## config.mk

```make
export PLATFORM = sky130hd
export DESIGN_NAME = mii_rx_frame_buf
export DESIGN_NICKNAME = d
export VERILOG_FILES = /design/src/rtl/mii_rx_frame_buf.sv
export SDC_FILE = /design/constraint.sdc
export NUM_CORES = 1
export LEC_CHECK = 0
export BUFFER_PORTS_ARGS = -buffer_cell sky130_fd_sc_hd__buf_2
export CAP_MARGIN = 20
export CORE_MARGIN = 2
export CORE_UTILIZATION = 28
export DETAILED_ROUTE_END_ITERATION = 12
export SYNTH_ARGS = -nofsm -noshare
export SYNTH_HDL_FRONTEND = slang
export SYNTH_SLANG_ARGS = --single-unit
```

## constraint.sdc

```tcl
create_clock -name clk -period 7 [get_ports clk]
set_input_delay 0.7 -clock clk [delete_from_list [all_inputs] [get_ports clk]]
set_output_delay 0.7 -clock clk [all_outputs]
set_load 0.03 [all_outputs]
```

## src/rtl/mii_rx_frame_buf.sv

```systemverilog
// MII receive frame buffer: strips preamble/SFD, packs nibbles into bytes and
// ping-pongs between two DEPTH-byte banks so the consumer can read one frame
// while the next is captured.
module mii_rx_frame_buf #(
    parameter int DEPTH     = 64,
    parameter int AW        = 6,
    parameter int STRIP_PRE = 1
) (
    input  logic          clk,
    input  logic          rst_n,
    input  logic          rx_dv,
    input  logic [3:0]    rx_d,
    input  logic [AW-1:0] rd_addr,
    input  logic          rd_release,
    output logic [7:0]    rd_data,
    output logic          frm_valid,
    output logic          frm_done,
    output logic [AW:0]   frm_len,
    output logic          frm_ovf,
    output logic          frm_odd,
    output logic [7:0]    drop_cnt,
    output logic          busy
);

    typedef enum logic [2:0] {IDLE, HUNT, DATA, DISCARD, DONE} state_t;

    state_t        state, state_d;
    logic          wr_bank, rd_bank;
    logic [AW:0]   wr_ptr;
    logic          ovf, odd, seen5, half;
    logic [3:0]    nib_lo;
    logic          nib_cap, wr_en, held, accept, drop;
    logic [7:0]    mem [0:2*DEPTH-1];

    always_ff @(posedge clk or negedge rst_n) begin
        if (!rst_n) state <= IDLE;
        else        state <= state_d;
    end

    always_comb begin
        state_d = state;
        case (state)
            IDLE:    if (rx_dv) state_d = (STRIP_PRE != 0) ? HUNT : DATA;
            HUNT: begin
                if (!rx_dv)                     state_d = IDLE;
                else if (rx_d == 4'h5)          state_d = HUNT;
                else if (rx_d == 4'hD && seen5) state_d = DATA;
                else                            state_d = DISCARD;
            end
            DATA:    if (!rx_dv) state_d = DONE;
            DISCARD: if (!rx_dv) state_d = IDLE;
            DONE:    state_d = IDLE;
            default: state_d = IDLE;
        endcase
    end

    assign busy    = (state != IDLE);
    assign nib_cap = rx_dv && ((state == DATA) || (state == IDLE && STRIP_PRE == 0));
    // wr_ptr saturates at DEPTH, so its MSB alone marks a full bank
    assign wr_en   = nib_cap && half && !wr_ptr[AW];
    // a release in the same cycle as DONE frees the read bank for this frame
    assign held    = frm_valid && !rd_release;
    assign accept  = (state == DONE) && (wr_ptr != '0) && !held;
    assign drop    = (state == DONE) && (wr_ptr != '0) && held;

    always_ff @(posedge clk or negedge rst_n) begin
        if (!rst_n) begin
            wr_ptr    <= '0;
            ovf       <= 1'b0;
            odd       <= 1'b0;
            seen5     <= 1'b0;
            half      <= 1'b0;
            nib_lo    <= 4'h0;
        end else if (state_d == IDLE) begin
            wr_ptr    <= '0;
            ovf       <= 1'b0;
            odd       <= 1'b0;
            seen5     <= 1'b0;
            half      <= 1'b0;
        end else begin
            if (state == IDLE)                    seen5 <= (rx_d == 4'h5);
            if (state == HUNT && rx_d == 4'h5)    seen5 <= 1'b1;
            if (nib_cap) begin
                if (!half) begin
                    nib_lo <= rx_d;
                    half   <= 1'b1;
                end else begin
                    half <= 1'b0;
                    if (wr_ptr[AW]) ovf    <= 1'b1;
                    else            wr_ptr <= wr_ptr + 1'b1;
                end
            end
            if (state == DATA && !rx_dv) begin
                odd  <= half;
                half <= 1'b0;
            end
        end
    end

    always_ff @(posedge clk or negedge rst_n) begin
        if (!rst_n) begin
            wr_bank   <= 1'b0;
            rd_bank   <= 1'b1;
            frm_valid <= 1'b0;
            frm_done  <= 1'b0;
            frm_len   <= '0;
            frm_ovf   <= 1'b0;
            frm_odd   <= 1'b0;
            drop_cnt  <= 8'h00;
            rd_data   <= 8'h00;
        end else begin
            frm_done <= accept;
            if (accept) begin
                rd_bank   <= wr_bank;
                wr_bank   <= ~wr_bank;
                frm_valid <= 1'b1;
                frm_len   <= wr_ptr;
                frm_ovf   <= ovf;
                frm_odd   <= odd;
            end else if (rd_release) begin
                frm_valid <= 1'b0;
            end
            if (drop && drop_cnt != 8'hFF) drop_cnt <= drop_cnt + 8'd1;
            rd_data <= (frm_valid && ({1'b0, rd_addr} < frm_len)) ? mem[{rd_bank, rd_addr}] : 8'h00;
        end
    end

    // frame storage is deliberately left out of reset
    always_ff @(posedge clk) begin
        if (wr_en) mem[{wr_bank, wr_ptr[AW-1:0]}] <= {rx_d, nib_lo};
    end

endmodule

```

After elaboration in Yosys (flattened, before gate mapping)
Memories as Yosys holds them, arrays and structs flattened.
Index checks and enable logic that the tools add are counted.
{ "word_totals": {"regBits": 47, "ram_bits": 1024, "elab_cells": 92, "n_memories": 1} }
{ "mem_list": {"columns": ["memory", "words", "width", "rd", "rd_clocked_by_memory_dff", "write_ports", "line_no", "rtl"], "rows": [
  ["mem", 128, 8, 1, 0, 1, "33", "logic [7:0] mem [0:2*DEPTH-1];"]
]} }
{ "op_classes": {"add_sub_neg": 2, "magnitude_cmp": 1, "eq_ne": 8, "n_mux": 29, "bitwise": 3, "reduce_logical": 31} }
{ "op_table": {"columns": ["operator", "count"], "rows": [
  ["two-way mux 7 bit", 4],
  ["two-way mux 1 bit", 18],
  ["logical AND 1 bit", 12],
  ["case mux 3 bit (4 select lines)", 1],
  ["nonzero test 2 bit", 5],
  ["two-way mux 3 bit", 3],
  ["AND reduction 3 bit", 3],
  ["nonzero test 3 bit", 3],
  ["adder 8 x 1 -> 8 bit (second input constant)", 1],
  ["two-way mux 8 bit", 1],
  ["inequality test 8 bit (second input constant)", 1],
  ["adder 7 x 1 -> 7 bit (second input constant)", 1],
  ["less-than comparator 6 x 7 -> 1 bit", 1],
  ["nonzero test 7 bit", 1],
  ["equality test 3 x 2 -> 1 bit (second input constant)", 2],
  ["logical NOT 3 bit", 2],
  ["equality test 4 x 3 -> 1 bit (second input constant)", 1],
  ["equality test 4 bit (second input constant)", 1],
  ["logical NOT 1 bit", 4],
  ["two-way mux 2 bit", 2],
  ["equality test 3 x 1 -> 1 bit (second input constant)", 1],
  ["equality test 3 bit (second input constant)", 1],
  ["inverter 1 bit", 3],
  ["inequality test 2 x 1 -> 1 bit (second input constant)", 1],
  ["AND reduction 2 bit", 1]
]} }

Depth between registers and ports, before layout
{ "depth": {"word_depth": 9, "ltp_mapped": 12, "depth_no_buf": 8} }

Least setup slack after synthesis
Ideal clock, no wire load.
{ "synth_path": {"path_kind": "input port to flip-flop", "startpoint": "input rx_dv", "endpoint": "memory mem[127][0], enable pin", "arrival_time_ns": 2.521, "required_ns": 6.629, "slack_ns": 4.109, "path_stages": 6, "path_buffers": 2, "path_cell_list": "clkbuf_1 > nand2b_1 > nor3_2 > nand4_1 > clkbuf_1 > nor2_1"} }
{ "synth_via": {"elab_chain_len": 5} }
{ "synth_rtl": {"columns": ["item", "line_no", "rtl"], "rows": [
  ["start, declared", "11", "input logic rx_dv,"],
  ["logical AND 1 bit", "58", "assign nib_cap = rx_dv && ((state == DATA) || (state == IDLE && STRIP_PRE == 0));"],
  ["logical AND 1 bit (2 in series)", "60", "assign wr_en = nib_cap && half && !wr_ptr[AW];"],
  ["two-way mux 1 bit", "130", "if (wr_en) mem[{wr_bank, wr_ptr[AW-1:0]}] <= {rx_d, nib_lo};"],
  ["two-way mux 1 bit (not written as such)", "130", null],
  ["end, declared", "33", null]
]} }
No other way between the ends.

Worst setup path in the final report
{ "layout_path": {"startpoint": "register state[2]", "endpoint": "memory mem[52][5], enable pin"} }
{ "layout_via": {"elab_chain_len": 6} }
{ "layout_rtl": {"columns": ["item", "line_no", "rtl"], "rows": [
  ["start, declared", "27", "state_t state, state_d;"],
  ["start signal, assigned", "37", "else state <= state_d;"],
  ["equality test 3 x 2 -> 1 bit", "58", null],
  ["logical AND 1 bit", "58", null],
  ["logical AND 1 bit (2 in series)", "60", null],
  ["two-way mux 1 bit", "130", null],
  ["two-way mux 1 bit (not written as such)", "130", null]
]} }
No other way between the ends.

==> results by group <==
Cells and area
  – Non-filler instance count after layout: between 4k and 5k
  – Cell area after layout: about 48000 um2
  – Layout cell share with drive strength beyond 1: between 20% and 30%
  – Layout area overhead: 13.9%
  – Layout Nets: roughly 2.2k

Clocking
  – Setup Buffers After CTS: 0
  – CTS-repair resized insts: 0
  – H-tree levels: 3
  – CTS tree: yes
  – Max clock buf depth: 3
  – Clock root buffer: clkbuf_16
  – Clock-pin slew on the worst setup and hold paths: 0.06 ns
  – Worst skew pair latency: slightly below 0.7 ns
  – CTS Buf Count: ~110
  – CTS sink cnt: roughly 1.1k
  – Cts hold-fix bufs: 0

Worst hold path
  – Hold crit path type: in -> async

STA
  – Post-route clock period utilization: about half
  – Slew @ Worst Pin: approximately 1.1 ns
  – Final Critical Period: between 3 and 4 ns
  – Clk_skew: around 0.034 ns
  – Final Hold Slack: 0.142 ns
  – RSZ-0062 raised after global routing: false
  – Hold Fails Final Rpt: 0
  – Endpoints failing setup: 0
  – Max frequency: 0.276 GHz
  – Slew Limit Fails: 0
  – Worst slew margin: 27.8%
  – Setup TNS: 0 ns
  – Post-route setup slack: ~3.4 ns

Placed design
  – Setup WS pre-CTS: roughly 3 ns
  – # port buffers: 41
  – Cell area after placement: roughly 44000 um2
  – Number of cells after detailed placement: ~4.0k
  – Gpl congestion: 0.864
  – HPWL Detailed: around 64 mm

Global routing
  – Initial antenna violation count: 2
  – Vias in the first global route: ~21k
  – Total grt overflow: 0
  – First-pass GRT wire length: 151 mm
  – Global-route usage over all layers: a little over an eighth
  – Largest net degree at the start of global routing: approximately 100

Pwr
  – Switching power total: 3.21 mW
  – Int Power: ~11 mW
  – Clk pwr share: around two fifths
  – Pwr dens: 294 nW/um2
  – Leak: between 10 and 15 nW
  – Sequential power share: 54.5%
  – Switching share of total power: about 23%
  – Combinational share of power: around 5.5%
  – Max VDD drop: approximately 0.19 mV

Synthesis
  – Post-synthesis simple-gate area fraction: approximately 3.6%
  – Mapped Cells: ~2.1k
  – Syn Nets: 2102
  – Post-synth cell types: 61
  – Post-synth top cells: edfxtp_1 (1024), mux4_2 (239), nor2_1 (165), nand2_1 (103), mux2i_1 (73)
  – Post-synth EDFFs: 1024
  – Post-synth top area cell: edfxtp_1
  – Seq/Total Area, Yosys: about three quarters
  – Top cells by area, synth: edfxtp_1 (73%), mux4_2 (13%), dfrtp_1 (2.7%)
  – Synth warnings: 0
  – Post-synthesis mux area share: between 15 and 20%
  – Synth Area in Adders: 0.239%
  – Async SR Flop Fraction: 4.39%
  – Count leader, synth: edfxtp_1
  – Fraction of the mapped netlist area in compound gates: 3.00%
  – Top_reg_cell synth: edfxtp_1
  – Post-Syn Area: ~42000 um2
  – XOR/XNOR Fraction of Synth Area: 0.271%
  – Number of synthesized register bits: between 1k and 1.5k
  – Avg Cell Area, Syn: approximately 20 um2
  – Top-area cell type share of the netlist area: between 70% and 80%
  – Largest family of logic cells by synthesized area: multiplexers

Setup path
  – WS Path Type: reg -> reg
  – Reg2reg setup slack: ~3.4 ns
  – Worst R2R Start: state[2]
  – RR Endpoint: mem[52][5]
  – Critical-path maximum fanout: 10
  – CP startpoint kind: flip-flop
  – Nature of the critical path endpoint: flip-flop
  – Arr. time, crit path: between 3 and 4 ns
  – Reg2reg path depth: 5
  – Critical Path RT: 7.28 ns

Floorplan
  – Die height: 391 um
  – Core area: 149000 um2
  – Top-level port count: 42
  – Die Wd: about 400 um
  – Cell Rows: roughly 140
  – Die area: 153000 um2
  – Starting Density: between 20% and 30%

Detailed routing
  – Starting DRC count in detailed routing: ~2.3k
  – Routed vias: approximately 21k
  – DRT Wirelength: approximately 100 mm
  – Drt first pass iters: 5
  – Routed WL per cell: approximately 25 um
  – Via density: roughly 5
  – ANT nets after route: 0
  – DRC viols: 0

Outcome
  – Status: finished, final reports clean

Job
  – Max-cap viol count: 0
-- cells by family (layout without fill, tap and decap cells) --
logic type | count (synthesis) | count (layout)
mux | 335 | 335
other cells | 0 | 1
flops | 1071 | 1071
fa+ha+maj | 8 | 8
buf+inv | 124 | 291
simple gates | 354 | 354
xor+xnor | 13 | 13
compound gates | 175 | 175
-- state kept, by name (all words and copies together) (netlist names), 3 cells and up --
signal    flops
rd_data       8
mem        1024
nib_lo        4
state         3
drop_cnt      8
frm_len       7
wr_ptr        7
-- cell type report --
class                      instances  area [um2]
timing repair buffer              79         558
clock inverter                    74         619
sequential                      1071       31900
tap                             1944        2430
antenna                            1        2.50
multi-input combinational        885        9390
inverter                          13        50.0
fill                           14200      101000
clock buffer                     125        2810
-- critical path, cell delays in order (launching register included) --
cell and delay [ns]:
dfrtp_1 0.49, nand2b_1 0.29, nor4_1 0.64, nand2_1 0.63, buf_4 0.40, nor2_1 0.77
-- per-layer routing --
layer	wire length (um)	track usage, %
met1	45000	19.1
met2	48500	20.9
met3	8450	2.80
met4	2790	4.44
met5	0	0
-- worst max path at each step --
stage,from,to,slack [ns],depth (start not counted)
2_1_floorplan,rx_dv,mem[127][0],4.11,6
5_1_grt,state[2],mem[3][6],3.26,4
4_1_cts,state[2],mem[52][5],3.36,5
3_3_place_gp,rd_addr[1],rd_data[3],3.09,8
3_5_place_dp,rd_addr[1],rd_data[2],3.05,8
6_report,state[2],mem[52][5],3.37,5
-- placed cells by master (no fill, tap or decap), types with 6 or more instances in the layout --
cell type  count
edfxtp_1    1024
mux4_2       239
nor2_1       163
clkbuf_16    110
nand2_1      103
mux2i_1       73
dfrtp_1       42
buf_4         39
clkinv_1      35
buf_2         35
nand3_1       29
a21oi_1       23
o21ai_0       23
mux2_2        23
a221oi_1      21
clkinv_2      19
o22ai_1       15
a31oi_1       15
clkbuf_1      15
o211ai_1      13
o221ai_1      13
a32oi_1       12
nand4_1       11
inv_1         10
bufinv_16      9
nor3_1         8
a22oi_1        8
xnor2_1        8
ha_1           8
nor2b_1        7
a21boi_0       6
-- power by group through the flow --
stage / logic [mW] / clock network [mW] / registers (mW)
2_1_floorplan: 0.341 / 0 / 7.77
3_3_place_gp: 0.762 / 0 / 7.78
3_5_place_dp: 0.775 / 0 / 7.80
4_1_cts: 0.774 / 5.71 / 7.66
5_1_grt: 0.818 / 5.95 / 7.67
6_report: 0.768 / 5.61 / 7.65
-- metrics by stage --
step | total power [mW] | utilization, %
finish | 14.0 | 32.0
global route | 14.4 | 32.0
detailed placement | 8.57 | 29.7
floorplan | 8.11 | -
global placement | 8.54 | 29.7
CTS | 14.1 | 32.0
Note: power is estimated with default switching activity, not from simulation.
